<file path="src/rtl/aes_stream_ctrl.sv">
// Streaming front end for the register-mapped AES core: turns key/block handshakes into
// the core's write / init-next / status-poll / result-read bus sequence.
module aes_stream_ctrl #(
    parameter int TIMEOUT_CYCLES = 1024
) (
    input  logic         clk,
    input  logic         reset_n,
    input  logic         key_valid,
    output logic         key_ready,
    input  logic [255:0] key,
    input  logic         key_len,
    input  logic         in_valid,
    output logic         in_ready,
    input  logic [127:0] in_block,
    input  logic         in_encdec,
    output logic         out_valid,
    input  logic         out_ready,
    output logic [127:0] out_block,
    output logic         cs,
    output logic         we,
    output logic [7:0]   address,
    output logic [31:0]  write_data,
    input  logic [31:0]  read_data,
    input  logic         error,
    output logic         key_loaded,
    output logic         err_bus,
    output logic         err_timeout
);

    // state    | meaning
    // IDLE     | waiting for key or block offer
    // KEY_*    | key words, CONFIG, CTRL.init      BLK_* | block words, CONFIG, CTRL.next
    // WAIT     | two idle bus cycles before polling POLL  | read STATUS until ready or timeout
    // RES_RD   | four result reads                 OUT   | hold result until consumed
    localparam logic [3:0] S_IDLE     = 4'd0;
    localparam logic [3:0] S_KEY_WR   = 4'd1;
    localparam logic [3:0] S_KEY_CFG  = 4'd2;
    localparam logic [3:0] S_KEY_INIT = 4'd3;
    localparam logic [3:0] S_BLK_WR   = 4'd4;
    localparam logic [3:0] S_BLK_CFG  = 4'd5;
    localparam logic [3:0] S_BLK_NEXT = 4'd6;
    localparam logic [3:0] S_WAIT     = 4'd7;
    localparam logic [3:0] S_POLL     = 4'd8;
    localparam logic [3:0] S_RES_RD   = 4'd9;
    localparam logic [3:0] S_OUT      = 4'd10;

    localparam int PW = (TIMEOUT_CYCLES > 2) ? $clog2(TIMEOUT_CYCLES) : 1;

    logic [3:0]    state;
    logic [2:0]    cnt;
    logic [PW-1:0] poll_cnt;
    logic          op_blk;
    logic          live;
    logic [255:0]  key_q;
    logic          key_len_q;
    logic [127:0]  blk_q;
    logic          encdec_q;
    logic [255:0]  key_sh;
    logic [127:0]  blk_sh;

    assign key_ready = (state == S_IDLE) && live;
    assign in_ready  = (state == S_IDLE) && key_loaded && !key_valid;
    assign key_sh    = key_q << {cnt, 5'b0};
    assign blk_sh    = blk_q << {cnt[1:0], 5'b0};

    always_comb begin
        cs         = 1'b0;
        we         = 1'b0;
        address    = 8'h00;
        write_data = 32'h0;
        case (state)
            S_KEY_WR:   begin cs = 1'b1; we = 1'b1; address = {5'b00010, cnt};
                              write_data = key_sh[255:224]; end
            S_KEY_CFG:  begin cs = 1'b1; we = 1'b1; address = 8'h09;
                              write_data = {30'b0, key_len_q, 1'b0}; end
            S_KEY_INIT: begin cs = 1'b1; we = 1'b1; address = 8'h08; write_data = 32'h1; end
            S_BLK_WR:   begin cs = 1'b1; we = 1'b1; address = {6'b001000, cnt[1:0]};
                              write_data = blk_sh[127:96]; end
            S_BLK_CFG:  begin cs = 1'b1; we = 1'b1; address = 8'h09;
                              write_data = {30'b0, key_len_q, encdec_q}; end
            S_BLK_NEXT: begin cs = 1'b1; we = 1'b1; address = 8'h08; write_data = 32'h2; end
            S_POLL:     begin cs = 1'b1; address = 8'h0a; end
            S_RES_RD:   begin cs = 1'b1; address = {6'b001100, cnt[1:0]}; end
            default:    ;
        endcase
    end

    always_ff @(posedge clk or negedge reset_n) begin
        if (!reset_n) begin
            state       <= S_IDLE;
            cnt         <= 3'd0;
            poll_cnt    <= '0;
            op_blk      <= 1'b0;
            live        <= 1'b0;
            key_q       <= '0;
            key_len_q   <= 1'b0;
            blk_q       <= '0;
            encdec_q    <= 1'b0;
            out_block   <= '0;
            out_valid   <= 1'b0;
            key_loaded  <= 1'b0;
            err_bus     <= 1'b0;
            err_timeout <= 1'b0;
        end else begin
            live <= 1'b1;
            if (cs && error) begin
                err_bus    <= 1'b1;
                key_loaded <= 1'b0;
                cnt        <= 3'd0;
                state      <= S_IDLE;
            end else begin
                case (state)
                    S_IDLE: begin
                        if (key_ready && key_valid) begin
                            key_q       <= key;
                            key_len_q   <= key_len;
                            key_loaded  <= 1'b0;
                            err_bus     <= 1'b0;
                            err_timeout <= 1'b0;
                            op_blk      <= 1'b0;
                            cnt         <= 3'd0;
                            state       <= S_KEY_WR;
                        end else if (in_ready && in_valid) begin
                            blk_q    <= in_block;
                            encdec_q <= in_encdec;
                            op_blk   <= 1'b1;
                            cnt      <= 3'd0;
                            state    <= S_BLK_WR;
                        end
                    end
                    S_KEY_WR: begin
                        cnt <= cnt + 3'd1;
                        if (cnt == 3'd7) state <= S_KEY_CFG;
                    end
                    S_KEY_CFG:  state <= S_KEY_INIT;
                    S_KEY_INIT: begin cnt <= 3'd1; state <= S_WAIT; end
                    S_BLK_WR: begin
                        cnt <= cnt + 3'd1;
                        if (cnt == 3'd3) begin cnt <= 3'd0; state <= S_BLK_CFG; end
                    end
                    S_BLK_CFG:  state <= S_BLK_NEXT;
                    S_BLK_NEXT: begin cnt <= 3'd1; state <= S_WAIT; end
                    S_WAIT: begin
                        if (cnt == 3'd0) begin
                            poll_cnt <= PW'(TIMEOUT_CYCLES - 1);
                            state    <= S_POLL;
                        end else begin
                            cnt <= cnt - 3'd1;
                        end
                    end
                    S_POLL: begin
                        if (read_data[0]) begin
                            cnt <= 3'd0;
                            if (op_blk) state <= S_RES_RD;
                            else begin key_loaded <= 1'b1; state <= S_IDLE; end
                        end else if (poll_cnt == '0) begin
                            err_timeout <= 1'b1;
                            key_loaded  <= 1'b0;
                            state       <= S_IDLE;
                        end else begin
                            poll_cnt <= poll_cnt - PW'(1);
                        end
                    end
                    S_RES_RD: begin
                        // RESULT0 is read first, so after four shifts it sits in [127:96]
                        out_block <= {out_block[95:0], read_data};
                        cnt       <= cnt + 3'd1;
                        if (cnt == 3'd3) begin cnt <= 3'd0; state <= S_OUT; end
                    end
                    S_OUT: begin
                        if (!out_valid) out_valid <= 1'b1;
                        else if (out_ready) begin
                            out_valid <= 1'b0;
                            state     <= S_IDLE;
                        end
                    end
                    default: state <= S_IDLE;
                endcase
            end
        end
    end

endmodule

</file>
<file path="config.mk">
export PLATFORM = sky130hd
export DESIGN_NAME = aes_stream_ctrl
export DESIGN_NICKNAME = d
export VERILOG_FILES = /design/src/rtl/aes_stream_ctrl.sv
export SDC_FILE = /design/constraint.sdc
export NUM_CORES = 1
export LEC_CHECK = 0
export CORE_AREA = 2 2 265 267
export DETAILED_ROUTE_END_ITERATION = 12
export DIE_AREA = 0 0 267 269
export PLACE_DENSITY = 0.73
export RECOVER_POWER = 25
export SYNTH_ARGS = -nofsm -noshare
export SYNTH_HDL_FRONTEND = slang
export SYNTH_SLANG_ARGS = --single-unit
</file>
<file path="constraint.sdc">
create_clock -name clk -period 2.68 [get_ports clk]
set_input_delay 0.402 -clock clk [delete_from_list [all_inputs] [get_ports clk]]
set_output_delay 0.402 -clock clk [all_outputs]
set_load 0.01 [all_outputs]
</file>
# == Yosys cells after proc, flatten, opt, wreduce, memory -nomap -nowiden ==
# Index checks and enable logic that the tools add are counted.
# classes
bitwise_logic,2
muxes,43
reduce_logical,33
n_eq_ne,29
n_shift,2
addsub,3
# ops
op,n
$shl 256x8->256,1
$pmux 32 s6,1
$shl 128x7->128,1
$mux 4,12
$pmux 4 s10,1
$pmux 6 s6,1
$mux 10,3
$ne 3x3->1 const B,8
$pmux 10 s2,1
$mux 3,6
$pmux 3 s6,1
$eq 4x3->1 const B,4
$mux 1,15
$eq 4x4->1 const B,3
$reduce_and 4->1,3
$logic_not 10->1,1
$reduce_and 5->1,2
$reduce_bool 2->1,5
$sub 10x1->10 const B,1
$eq 4x2->1 const B,2
$ne 2x2->1 const B,4
$ne 4x4->1 const B,2
$reduce_and 8->1,1
$reduce_or 8->1,1
other kinds (20),32
# word_totals
reg_bits,537
output_inout_bits,176
word_cells,126
inputBits,424

# == Longest topological paths before layout ==
# depth
ltp_word,8
ltp_mapped,10
depth_no_buf,7

# == Least setup slack after synthesis ==
# Ideal clock, no wire load.
# synth_timing
path_kind,reg-to-reg
from,reg cnt[1]
to,reg state[0]
t_arrival_ps,2796
synth_period_minus_slack_ps,2921
setup_time_ps,125
n_path_buf,3
setup_slack_ps,-241
stages_incl_launch_ff,11
t_required_ps,2555
path_cell_list,dfrtp_1 clkbuf_1 clkbuf_1 clkbuf_1 inv_1 ha_1 nor2b_1 nand4_1 o21ai_0 a311o_4 mux2_4
# synth_between
elab_chain_len,3
word_cells_on_any_way,8
classes_between,6 x eq/ne; 2 x reduce/logical
# synth_lines
item,line,source
"start, declared",50,logic [2:0] cnt;
"start signal, assigned",132,cnt <= cnt + 3'd1;
"start signal, assigned",138,cnt <= cnt + 3'd1;
"start signal, assigned",148,cnt <= cnt - 3'd1;
"$eq 3x2->1, or another cell as far along","139, 168",
$ne 3x3->1 (no source line),--,
$reduce_and 8->1 (no source line) *,--,
"end signal, assigned",139,if (cnt == 3'd3) begin cnt <= 3'd0; state <= S_BLK_CFG; end
"end signal, assigned",141,S_BLK_CFG: state <= S_BLK_NEXT;
"end signal, assigned",168,if (cnt == 3'd3) begin cnt <= 3'd0; state <= S_OUT; end
"end, declared",49,logic [3:0] state;
# Every way passes the cells marked *; elsewhere a longest branch is shown, timed or not.
# A chain may end at the register's enable or synchronous reset.

# == Worst setup path after layout ==
# layout_timing
from,reg cnt[0]
to,out write_data[23]
# layout_between
elab_chain_len,2
word_cells_on_any_way,3
classes_between,2 x shift; 1 x mux
# layout_lines
item,line,source
$shl 256x8->256 / $shl 128x7->128 (equally long branches),"63, 64",
$pmux 32 s6 *,71,case (state)
"end, declared",22,"output logic [31:0] write_data,"
# Marks and branches as above.

==> flow_summary.toml <==
[sta]
setup_viol = 32
holdWs_ns = 0.294
fin_crit_ns = 3.02
setup_slack_ns = -0.336
tightest_slew_ns = 1.74
slew_viol_final = 51
relSlewSlack_pct = -15.7
fmax_mhz = 332
skew_ns = 0.0275
rsz0062_at_grt = "yes"
finalHoldViolations = 0
period_share_pct = 113

[detailed_routing]
wl_per_cell_um = 21.5
vias = 18500
drt_wl_total_um = 80800
first_iter_violations = 1346
viasPerCell = 4.92
ant_nets = 0
dr.pass1.iters = 6
drc = 0

[clock_tree]
clk_path_buf_depth = 3
path_clk_slew_ns = 0.06
cts_tree = "built"
insertion_delay_ns = 0.63
root_buffer = "clkbuf_16"
cts_max_level = 2
clock-sinks = 537
cts_made_buffers = 57

[finish]
stdcell_area_mm2 = 0.0344
drive_gt1_share_pct = 24.1
layout_common_cells = "nand2_1, clkdlybuf4s50_1, dfrtp_1, mux2_2, mux4_2"
synthToLayoutAreaGrowth_pct = 43.6
seqCellArea_mm2 = 0.0134
multi_input_area_mm2 = 0.0100
layout.nets = 3189
layout_commonest_cell = "nand2_1"
final.fill_count = 6131

[synthesis]
synthArstFlopShare_pct = 100
syn-instance-count = 2092
avgSynthCellArea_um2 = 11.4
synth-seq-cells = 537
synth_cell_type_count = 66
synthFlopType = "dfrtp_1"
synth_warnings = 0
ys_seq_area_share_pct = 56.1
synth-edff-count = 0
syn_area_mm2 = 0.0239

[die]
start_util_pct = 34.6
coreArea_mm2 = 0.0693
ios = 600
rows = 97
die_y_um = 269
die_area_mm2 = 0.0718
die_x_um = 267

[outcome]
status = "finished, violations left"
failed_checks = "capacitance limit, slew limit, setup timing"

[setup_path]
crit_chain = "buf_12 > buf_8 > buf_12 > buf_6 > mux4_2 > mux2i_1 > buf_4 > o22ai_4 > buf_6"
cp.arrival_ns = 2.61
critPathBufInv = 6
critPathMaxStageDelay_ns = 0.50
crit_fanout = 7
critPathKind = "reg -> out"
cp-start-kind = "flip-flop"
cp_slowest_cell = "dfrtp_4"
crit_path_end_kind = "primary output"
critPathRequiredTime_ns = 2.28
crit_family = "buffers and inverters"

[place]
gp_congestion = 0.897
portBuffers = 597
place_area_mm2 = 0.0317
dpl.hpwl_um = 59400

[global_routing]
grt_pass1_vias = 19200
grt_max_degree = 89
antenna_found_initial = 18
grt_overflow_total = 0
grt_pass1_wl_um = 119000
track_usage_pct = 22.2

[run]
max-cap-violations = 1

[pwr]
p_leak_nw = 16.2
p_per_area_mw_per_mm2 = 883
ir_drop_v = 0.000483

[min_path]
hold_path.class = "in -> reg"
worst min-delay path, delay by kind of cell:
family / cells / cell delay [ns]
buffers and inverters: 1 / 0.39
and+or+nand+nor: 2 / 0.10
final cells by class:
type | count | share of cell area [%]
Timing Repair Buffer | 741 | 22.0
Multi-Input combinational cell | 1380 | 29.1
Clock buffer | 84 | 4.94
Tap cell | 940 | 3.42
Inverter | 41 | 0.462
Sequential cell | 537 | 39.1
Clock inverter | 24 | 0.909
Antenna cell | 10 | 0.0727
final timing paths:
check | start | endpoint | slack (ns) | depth (start not counted)
setup / recovery | cnt[0] | write_data[23] | -0.34 | 9
min in group asynchronous | reset_n | out_block[123] | 0.77 | 2
hold reg to reg | key_q[179] | key_q[179] | 0.47 | 2
max in group asynchronous | reset_n | cnt[1] | 0.16 | 3
hold / removal | key[12] | key_q[12] | 0.29 | 3
setup reg to reg | poll_cnt[0] | state[3] | 0.14 | 6
per-layer routing:
layer | vias to the layer above | routed length [µm] | global-route usage [%]
met5 | - | 88 | 0
met4 | 14 | 2990 | 9.25
met3 | 148 | 6170 | 5.12
met2 | 734 | 41400 | 39.0
met1 | 9163 | 30100 | 26.2
li1 | 8410 | - | -
synth_stat cells, drive strengths merged (2+ instances only):
master / instances / area [µm²]
a32o: 3 / 30.0
nand3: 7 / 35.0
o31ai: 3 / 22.5
nand2b: 5 / 31.3
ha: 7 / 87.6
nor3: 8 / 40.0
conb: 2 / 7.51
nor4: 2 / 12.5
or3: 3 / 18.8
nand2: 795 / 2980
and2: 5 / 31.3
nor3b: 3 / 27.5
buf: 61 / 364
inv: 41 / 154
and3: 2 / 13.8
a31oi: 2 / 12.5
or4: 6 / 52.6
a311oi: 2 / 17.5
a32oi: 2 / 17.5
o21bai: 2 / 15.0
dfrtp: 537 / 13400
mux4: 96 / 2160
or4b: 3 / 30.0
nor4b: 2 / 17.5
a21oi: 18 / 90.1
o22ai: 34 / 213
mux2i: 37 / 370
nor2b: 5 / 31.3
clkbuf: 74 / 278
mux2: 260 / 2940
o2111ai: 4 / 41.3
nand3b: 2 / 15.0
o21ai: 14 / 70.1
nor2: 24 / 90.1
kinds of logic after synthesis:
logic type      synth area share, %
simple gates                   14.5
mux                            22.8
fa+ha+maj                     0.366
xor+xnor                     0.0366
compound gates                 2.85
flops                          56.1
buf+inv                        3.32
other cells                  0.0314
flip-flops by register name, indices dropped and copies added (netlist names):
signal	cells
live	1
state	4
out_valid	1
encdec_q	1
key_q	256
key_loaded	1
op_blk	1
out_block	128
poll_cnt	10
blk_q	128
err_timeout	1
err_bus	1
key_len_q	1
cnt	3
where the power goes:
group	internal, mW	switching (mW)
registers	10.3	1.51
clock network	4.90	3.45
logic	5.13	5.04
total	20.4	10.0
timing repair:
item | CTS | global route
hold buffers | 1 | 0
buffers inserted | 29 | 7
pin swaps | 19 | 17
gates resized for setup | 227 | 40
setup endpoints to repair | 41 | 39
endpoints found under the hold margin | 33 | 0
gates cloned | 8 | 2
through the flow:
step                power (mW)  setup TNS, ns  setup WS, ns  util (%)  instances
finish                    30.4          -7.82        -0.336      49.6       3757
global placement          21.3         -0.118       -0.0607      45.7       3599
floorplan                 16.4              0       0.00149         -       2093
global route              32.0         -22.61        -0.405      49.6       3755
CTS                       30.6         -10.68        -0.458      49.5       3741
detailed placement        21.5         -0.211       -0.0839      45.7       3599
Power figures use the tool's default switching activity.
